<file path="src/rtl/instr_phase_sequencer_pkg.sv">
// Shared constants for the instruction phase sequencer: phase state encodings,
// decoder group codes and the reset NOP encoding.
package instr_phase_sequencer_pkg;

    typedef enum logic [1:0] {
        SEQ_F = 2'b00,
        SEQ_D = 2'b01,
        SEQ_E = 2'b10,
        SEQ_C = 2'b11
    } seq_state_t;

    localparam logic [1:0] GRP_SYS = 2'b00;
    localparam logic [1:0] GRP_LDS = 2'b01;
    localparam logic [1:0] GRP_JMP = 2'b10;
    localparam logic [1:0] GRP_ALU = 2'b11;

    // Group 0, SYSF 0: a NOP the system decoder executes harmlessly.
    localparam logic [15:0] NOP_INSTR = 16'h0000;

    function automatic logic [1:0] instr_group(input logic [15:0] instr);
        return instr[15:14];
    endfunction

endpackage

</file>
<file path="src/rtl/instr_phase_sequencer_seq_wait_timer.sv">
// Fetch wait-state counter: counts consecutive not-ready fetch cycles and flags
// a timeout on the MAX_WAIT-th one.
module seq_wait_timer #(
    parameter int unsigned MAX_WAIT = 15
) (
    input  logic CLK,
    input  logic RESETN,
    input  logic fetch_active,
    input  logic mem_ready,
    output logic timeout
);

    localparam logic [7:0] LAST_WAIT = 8'(MAX_WAIT - 1);

    logic [7:0] count;

    assign timeout = fetch_active & ~mem_ready & (count == LAST_WAIT);

    // NOTE: non-blocking assignments for all flops so every register samples
    // pre-edge values regardless of block evaluation order.
    always_ff @(posedge CLK or negedge RESETN) begin
        if (!RESETN) begin
            count <= 8'd0;
        end else if (!fetch_active || mem_ready || timeout) begin
            count <= 8'd0;
        end else begin
            count <= count + 8'd1;
        end
    end

endmodule

</file>
<file path="src/rtl/instr_phase_sequencer.sv">
// Four-phase FETCH/DECODE/EXECUTE/COMMIT sequencer with instruction register.
// Define SEQ_WAIT_STATE_EN to honour MEM_READY with a MAX_WAIT fetch timeout.
module instr_phase_sequencer
    import instr_phase_sequencer_pkg::*;
#(
    parameter logic [15:0] RESET_INSTR = NOP_INSTR,
    parameter int unsigned MAX_WAIT    = 15
) (
    input  logic        CLK,
    input  logic        RESETN,
    input  logic [15:0] MEM_DATA,
    input  logic        MEM_READY,
    input  logic        HOLD,
    output logic        MEM_RD,
    output logic [15:0] INSTRUCTION,
    output logic [1:0]  GROUPX,
    output logic        FETCH,
    output logic        DECODE,
    output logic        EXECUTE,
    output logic        COMMIT,
    output logic        PC_INC,
    output logic        BUS_ERR
);

    seq_state_t  state;
    logic [15:0] instr_q;
    logic        pc_inc_q;
    logic        fetch_done;
    logic        fetch_timeout;

`ifdef SEQ_WAIT_STATE_EN
    logic in_fetch;
    logic bus_err_q;

    assign in_fetch   = (state == SEQ_F);
    assign fetch_done = MEM_READY;

    seq_wait_timer #(.MAX_WAIT(MAX_WAIT)) u_wait_timer (
        .CLK          (CLK),
        .RESETN       (RESETN),
        .fetch_active (in_fetch),
        .mem_ready    (MEM_READY),
        .timeout      (fetch_timeout)
    );

    always_ff @(posedge CLK or negedge RESETN) begin
        if (!RESETN) begin
            bus_err_q <= 1'b0;
        end else if (fetch_timeout) begin
            bus_err_q <= 1'b1;
        end
    end

    assign BUS_ERR = bus_err_q;
`else
    logic [8:0] unused_cfg;

    assign unused_cfg    = {MEM_READY, 8'(MAX_WAIT)};
    assign fetch_done    = 1'b1;
    assign fetch_timeout = 1'b0;
    assign BUS_ERR       = 1'b0;
`endif

    always_ff @(posedge CLK or negedge RESETN) begin
        if (!RESETN) begin
            state    <= SEQ_F;
            instr_q  <= RESET_INSTR;
            pc_inc_q <= 1'b0;
        end else begin
            pc_inc_q <= 1'b0;
            case (state)
                SEQ_F: begin
                    if (fetch_done) begin
                        instr_q <= MEM_DATA;
                        state   <= SEQ_D;
                    end else if (fetch_timeout) begin
                        instr_q <= RESET_INSTR;
                        state   <= SEQ_D;
                    end
                end
                SEQ_D: state <= SEQ_E;
                SEQ_E: state <= SEQ_C;
                SEQ_C: begin
                    // Commit actions are idempotent, so holding COMMIT during a stall is safe.
                    if (!HOLD) begin
                        pc_inc_q <= 1'b1;
                        state    <= SEQ_F;
                    end
                end
                default: state <= SEQ_F;
            endcase
        end
    end

    // Gated by RESETN so the read strobe drops the instant reset asserts.
    assign MEM_RD      = (state == SEQ_F) & RESETN;
    assign INSTRUCTION = instr_q;
    assign GROUPX      = instr_group(instr_q);
    assign FETCH       = (state == SEQ_F);
    assign DECODE      = (state == SEQ_D);
    assign EXECUTE     = (state == SEQ_E);
    assign COMMIT      = (state == SEQ_C);
    assign PC_INC      = pc_inc_q;

endmodule

</file>
<file path="config.mk">
export PLATFORM = sky130hd
export DESIGN_NAME = instr_phase_sequencer
export DESIGN_NICKNAME = d
export VERILOG_FILES = /design/src/rtl/instr_phase_sequencer_pkg.sv /design/src/rtl/instr_phase_sequencer_seq_wait_timer.sv /design/src/rtl/instr_phase_sequencer.sv
export SDC_FILE = /design/constraint.sdc
export NUM_CORES = 1
export LEC_CHECK = 0
export ABC_AREA = 1
export BUFFER_PORTS_ARGS = -buffer_cell sky130_fd_sc_hd__buf_2
export CAP_MARGIN = 20
export CORE_MARGIN = 1
export CORE_UTILIZATION = 40
export DETAILED_ROUTE_END_ITERATION = 6
export HOLD_SLACK_MARGIN = 0.02
export PLACE_DENSITY_LB_ADDON = 0.08
export SLEW_MARGIN = 30
export SYNTH_ARGS = -nofsm -noshare
export SYNTH_HDL_FRONTEND = slang
export SYNTH_SLANG_ARGS = --single-unit
export TNS_END_PERCENT = 20
</file>
<file path="constraint.sdc">
create_clock -name CLK -period 1.5 [get_ports CLK]
set_input_delay 0.225 -clock CLK [delete_from_list [all_inputs] [get_ports CLK]]
set_output_delay 0.225 -clock CLK [all_outputs]
set_load 0.05 [all_outputs]
</file>
==> results.tsv, run 1 <==
metric	value	unit
yosysWarnings	0	
setup_violations	0	
synth-seq-cells	19	
clock_latency	0.29	ns
synth_top_area_share	56.2	%
synth-seq-area-share	56.2	%
antenna_violating_nets_post_route	0	
synth_top_family_by_area	buffers and inverters	
critical_path_arrival	1.22	ns
fin_crit_sh	96.4	%
n_fill_cell	182	
synthCells	92	
antennaDiodeCount	0	
crit_path_cell_trace	buf_4 > ha_1 > buf_6	
min_from	HOLD	
path_class	flop to output pin	
slowest_delay	0.42	ns
vias_per_cell	4.24	
critical_path.slowest_cell	dfrtp_1	
row_count	16	
drt_iter0_markers	9	
skew	0.00241	ns
die-area	2300	sq um
die_h	48.0	um
root_buffer	clkbuf_4	
antenna_found_initial	0	
min_path_type	input port to flop	
crit_fanout	4	
multi_input_area	268	sq um
cts_buffers	3	
report.final.slew_viol_count	0	
overflow	0	
cp.required	1.27	ns
syn_avg_cell_area	9.19	sq um
drive_above_1_share	40.1	%
startpoint	state[0]	
h-tree-depth	1	
final_hold_viol_count	0	
r2r_start	state[1]	
grt_pass1_wl	2120	um
cts.sinks	19	
cts_tree	done	
yosys.area_share.simple	9.91	%
synthAdderAreaFrac	8.88	%
yosysTopAreaCell	dfrtp_1	
yosys-top-cells-area	dfrtp_1, o21ai_0, ha_1	
nets	164	
gp_congestion	0.702	
drtPass1Iterations	4	
fp.dieW	48.0	um
dp_slack	0.181	ns
fin_crit	1.45	ns
vias	695	
routed_wl	1550	um
synth_area	846	sq um
grt_use_total	14.2	%
clock_path_buffers	2	
fin_setup_tns	0	ns
end_kind	output pin	
start_util	42.7	%
status	finished, final reports clean	
critical_path.startpoint_type	flop	
synth_xor_area_share	0	%
synth_cell_types	10	
synth_compound_area_share	10.7	%
fmax	692	MHz
setup_slack	0.0542	ns
io_pins	45	
drv_cap	0	
coreArea	1980	sq um
drc	0	
portBuffers	42	
wl_per_cell	9.43	um
hpwl	1070	um
grt_pass1_vias	490	
grt_max_degree	33	
synth.mux.area_fraction	0	%
area_delta_synth_final	37.3	%
regArea	475	sq um
clkTransAtPathRegs	0.10	ns
syn-num-nets	118	
rsz0062_at_grt	true	
[critical path, delay by kind of cell (launching register included)]
| kind | cells | cell delay, ns |
|---|---|---|
| flops | 1 | 0.42 |
| buf+inv | 2 | 0.31 |
| fa+ha+maj | 1 | 0.20 |
[flip-flops by register name, indices dropped and copies added (netlist names)]
register	cells
INSTRUCTION	16
state	2
PC_INC	1
[cell usage after synthesis]
library cell and instances:
nand3_1 1, o21ai_0 18, buf_2 1, nand2_1 20, inv_1 20, conb_1 1, ha_1 6, buf_4 5
nor2_1 1, dfrtp_1 19
[logic make-up (layout without fill, tap and decap cells)]
logic type               count (synthesis)  in the layout
flip-flops                              19             19
other                                    1              1
AO/OA/AOI/OAI                           18             18
buffers and inverters                   26             71
adder cells (fa/ha/maj)                  6              6
AND/OR/NAND/NOR                         22             22
[final cells by class]
type,instances,area share (%)
flip-flops and latches,19,40.9
clock buffers,3,1.94
clock inverters,1,0.431
multi-input cells,47,23.1
repair buffers,47,24.2
well taps,27,2.91
inverters,20,6.47
[routing by layer]
metal / up-vias / track usage [%] / wire [um]
met4: 0 / 8.33 / 13
met3: 2 / 4.53 / 101
met5: - / 0 / 0
met2: 29 / 21.4 / 741
li1: 363 / - / -
met1: 301 / 17.7 / 690
[timing repair]
action                     CTS  global route
hold endpoints to repair    19             0
gates cloned                 0             0
resized for setup            4            16
buffers inserted             2             0
setup endpoints to repair    4             5
hold buffers                 1             0
pin swaps                    0             1
[worst paths after layout]
check / endpoint / slack, ns / cells after the start
worst max-delay path: DECODE / 0.05 / 3
worst min-delay path: PC_INC / 0.10 / 2
worst max register to register: INSTRUCTION[1] / 0.29 / 4
worst min register to register: INSTRUCTION[5] / 0.52 / 2
max in group asynchronous: INSTRUCTION[5] / 0.87 / 3
min in group asynchronous: INSTRUCTION[6] / 0.43 / 3
[metrics by stage]
step	std cells	hold WS, ns	util, %	cell area, sq um
finish	164	0.103	58.6	1160
global route	164	0.0833	58.6	1160
CTS	164	0.0910	56.7	1120
detailed placement	157	0.213	53.6	1060
global placement	157	0.218	53.6	1060
floorplan	92	-0.0706	-	846
[layout by cell type (no fill, tap or decap)]
master	n
dlygate4sd3_1	1
dfrtp_1	19
buf_4	5
buf_2	37
conb_1	1
inv_1	17
inv_2	3
buf_8	1
buf_6	3
ha_1	5
nand2_1	19
ha_4	1
nand3_1	1
clkinv_2	1
nand2_2	1
nor2_1	1
o21ai_0	18
clkbuf_4	3
Power of run 1 is not shown: default switching activity piles up to over one toggle a cycle in this logic, so the estimate is an artifact.
==> run 2, diff against run 1 <==
==> constraint.sdc (replaced) <==
create_clock -name CLK -period 1.5 [get_ports CLK]
set_input_delay 0.075 -clock CLK [delete_from_list [all_inputs] [get_ports CLK]]
set_output_delay 0.075 -clock CLK [all_outputs]
set_load 0.05 [all_outputs]
==> run 2 against run 1 <==
Against the previous run:
- first-iteration DRC count down 56%
- highest routed layer unchanged
- non-clock buffer count up 20
- register-to-register slack better by 0.06 ns
- cell count up 12%
- critical endpoint is now MEM_RD
- clock-buffer cell count unchanged
==> results.tsv, run 2 (same netlist as run 1, synthesis figures left out) <==
metric	value	unit
status	finished, final reports clean	
nets	184	
die-area	2300	sq um
hpwl	1120	um
die_h	48.0	um
crit_family	flip-flops	
rsz0062_at_grt	false	
setup_violations	0	
final_cell_mix	buf_2, nand2_1	
crit_fanout	4	
drive_above_1_share	36.3	%
cts.sinks	19	
fp.dieW	48.0	um
vias_per_cell	4.10	
critPathBufInv	3	
slowest_delay	0.45	ns
row_count	16	
critical_path.slowest_cell	dfrtp_2	
antenna_violating_nets_post_route	0	
drv_cap	0	
routed_wl	1740	um
end_kind	output pin	
critical_path_arrival	1.31	ns
fin_setup_tns	0	ns
drt_iter0_markers	4	
io_pins	45	
cts_tree	done	
grt_max_degree	20	
grt_use_total	15.0	%
fin_crit_sh	92.2	%
fin_crit	1.38	ns
area_delta_synth_final	55.8	%
drc	0	
skew	0.00354	ns
vias	754	
reg2reg_slack	0.35	ns
clock_latency	0.29	ns
drtPass1Iterations	3	
path_class	flop to output pin	
overflow	0	
final_hold_viol_count	0	
wl_per_cell	9.47	um
fmax	723	MHz
cp.required	1.42	ns
cts_buffers	3	
portBuffers	42	
start_util	42.7	%
layout_commonest_cell	buf_2	
grt_pass1_vias	588	
min_path_type	input port to async pin	
critical_path.startpoint_type	flop	
clock_path_buffers	2	
crit_path_cell_trace	inv_2 > ha_2 > nand2_1 > inv_1 > buf_6	
gp_congestion	0.679	
coreArea	1980	sq um
antenna_found_initial	0	
largest_reg_flops	16	
antennaDiodeCount	0	
grt_pass1_wl	2370	um
root_buffer	clkbuf_4	
clkTransAtPathRegs	0.11	ns
report.final.slew_viol_count	0	
h-tree-depth	1	
## run 2: cell types whose count changed in the layout (fill, tap and decap cells not counted), moves of 2 or more
| cell | delta |
|---|---|
| buf_2 | +4 |
| buf_4 | +2 |
| buf_6 | -2 |
| dlygate4sd3_1 | +17 |
## run 2: path summary, 6_finish.rpt
check                                from  cells past startpoint              end
max                              state[0]                      5           MEM_RD
min                                RESETN                      3   INSTRUCTION[4]
max reg2reg                      state[0]                      4  INSTRUCTION[11]
min reg2reg                INSTRUCTION[2]                      2   INSTRUCTION[2]
max in group asynchronous          RESETN                      3         state[0]
min in group CLK                     HOLD                      3           PC_INC
## run 2: per-layer routing
layer  routed length [um]  track usage [%]  vias up
li1                     -                -      400
met1                  728             18.6      327
met2                  924             25.7       25
met3                   82             3.40        2
met4                    8             5.00        0
met5                    0                0        -
## run 2: final cells by class
cell class | instances | area [sq um]
fillers | 184 | 664
flip-flops and latches | 19 | 477
repair buffers | 67 | 449
multi-input cells | 47 | 255
inverters | 20 | 75.1
well taps | 27 | 33.8
clock buffers | 3 | 22.5
clock inverters | 1 | 5.00
## run 2: worst min-delay path: stages
cell,delay (ns)
dlygate4sd3_1,0.52
buf_2,0.11
buf_4,0.25
## run 2: repair_timing
action / in CTS / in global routing
setup endpoints to repair: 1 / 1
resized for setup: 2 / 4
hold buffers: 18 / 0
hold endpoints to repair: 36 / 0
buffers inserted: 0 / 3
gates cloned: 0 / 0
## run 2: stage by stage
| step | area, sq um | std cells | setup WS, ns | hold slack (ns) | utilization, % |
|---|---|---|---|---|---|
| floorplan | 846 | 92 | 0.189 | -0.221 | - |
| global placement | 1080 | 159 | 0.284 | 0.0712 | 54.4 |
| detailed placement | 1080 | 159 | 0.241 | 0.0718 | 54.4 |
| CTS | 1290 | 181 | 0.00516 | 0.281 | 65.1 |
| global route | 1320 | 184 | 0.0214 | 0.308 | 66.5 |
| finish | 1320 | 184 | 0.117 | 0.279 | 66.5 |
Power of run 2 is left out for the same reason.
==> run 3, diff against run 2 <==
--- a/config.mk
+++ b/config.mk
@@ -12,6 +12,7 @@
 export CORE_UTILIZATION = 40
 export DETAILED_ROUTE_END_ITERATION = 6
 export HOLD_SLACK_MARGIN = 0.02
+export MAX_ROUTING_LAYER = met4
 export PLACE_DENSITY_LB_ADDON = 0.08
 export SLEW_MARGIN = 30
 export SYNTH_ARGS = -nofsm -noshare
==> constraint.sdc (replaced) <==
create_clock -name CLK -period 1.7 [get_ports CLK]
set_input_delay 0.085 -clock CLK [delete_from_list [all_inputs] [get_ports CLK]]
set_output_delay 0.085 -clock CLK [all_outputs]
set_load 0.05 [all_outputs]
==> run 3 against run 2 <==
Against the previous run:
- worst setup slack better by 0.058 ns
- worst hold slack hardly changed
- routed wire length hardly changed
- critical path type unchanged
==> results.tsv, run 3 (same netlist as run 1, synthesis figures left out) <==
metric	value	unit
drt_iter0_markers	3	
clkTransAtPathRegs	0.11	ns
slowest_delay	0.44	ns
cp.depth	5	
grt_use_total	15.7	%
layout_commonest_cell	buf_2	
reg2reg_to	INSTRUCTION[13]	
fin_crit	1.52	ns
fmax	656	MHz
crit_path_cell_trace	inv_1 > ha_1 > nand2_1 > inv_1 > clkbuf_4	
hpwl	1100	um
skew	0.00194	ns
cts_buffers	3	
dpl_cell_area	1080	sq um
vias	747	
start_util	42.7	%
grt_pass1_vias	589	
cts.sinks	19	
area_delta_synth_final	52.1	%
r2r_cells	4	
clock_path_buffers	2	
final_hold_viol_count	0	
h-tree-depth	1	
gp_congestion	0.683	
cts_setup_buffers	0	
nets	181	
status	finished, final reports clean	
fin_area	1290	sq um
setup_violations	0	
path_common_cell	inv_1	
n_fill_cell	185	
critical_path.slowest_cell	dfrtp_1	
startpoint	state[0]	
drive_above_1_share	31.8	%
r2r_start	state[0]	
coreArea	1980	sq um
portBuffers	42	
rsz0062_at_grt	false	
die-area	2300	sq um
crit_fanout	5	
wl_per_cell	9.64	um
grt_max_degree	20	
final_cell_mix	buf_2, inv_1, nand2_1	
worstSetupEndpoint	MEM_RD	
critical_path.startpoint_type	flop	
path_class	flop to output pin	
routed_wl	1740	um
fp.dieW	48.0	um
antenna_violating_nets_post_route	0	
row_count	16	
die_h	48.0	um
io_pins	45	
overflow	0	
min_path_type	input port to async pin	
antenna_found_initial	0	
report.final.slew_viol_count	0	
root_buffer	clkbuf_4	
reg2reg_slack	0.41	ns
drv_cap	0	
drtPass1Iterations	4	
end_kind	output pin	
vias_per_cell	4.13	
critPathBufInv	3	
antennaDiodeCount	0	
clock_latency	0.29	ns
fin_setup_tns	0	ns
crit_family	flip-flops	
critical_path_arrival	1.44	ns
cp.required	1.62	ns
cts_tree	done	
drc	0	
largest_reg_flops	16	
grt_pass1_wl	2310	um
fin_crit_sh	89.7	%
[run 3: how the worst min path moves through the flow]
stage               startpoint         endpoint  slack, ns  cells past startpoint
floorplan               RESETN   INSTRUCTION[0]      -0.21                      0
global placement        RESETN           PC_INC       0.08                      2
detailed placement      RESETN  INSTRUCTION[14]       0.08                      2
CTS                     RESETN           PC_INC       0.30                      3
global route            RESETN  INSTRUCTION[14]       0.32                      3
finish                  RESETN           PC_INC       0.28                      3
[run 3: layer usage]
layer  global-route usage (%)  vias up  routed length [um]
met1                     16.3      324                 715
met4                     6.67        0                   8
met2                     28.4       27                 931
li1                         -      394                   -
met5                        -        -                   0
met3                     3.40        2                  90
[run 3: through the flow]
step | util [%] | hold WS, ns | std cells | setup WS [ns]
floorplan | - | -0.211 | 92 | 0.379
global placement | 54.4 | 0.0819 | 159 | 0.486
detailed placement | 54.4 | 0.0846 | 159 | 0.463
CTS | 64.8 | 0.295 | 181 | 0.123
global route | 64.9 | 0.323 | 181 | 0.0306
finish | 64.9 | 0.280 | 181 | 0.175
[run 3: worst min-delay path, cell delays in order]
cell	delay, ns
dlygate4sd3_1	0.52
buf_2	0.11
buf_4	0.25
[run 3: final cells by class]
cell class	instances	area [sq um]	area share (%)
Inverter	20	75.1	5.84
Clock buffer	4	26.3	2.04
Multi-Input combinational cell	47	253	19.6
Tap cell	27	33.8	2.63
Sequential cell	19	475	37.0
Timing Repair Buffer	64	423	32.9
[run 3: timing repair]
item,CTS,global route
gates resized for setup,0,1
hold endpoints to repair,36,0
hold buffers,18,0
endpoints found under the setup margin,0,1
Power of run 3 is left out for the same reason.
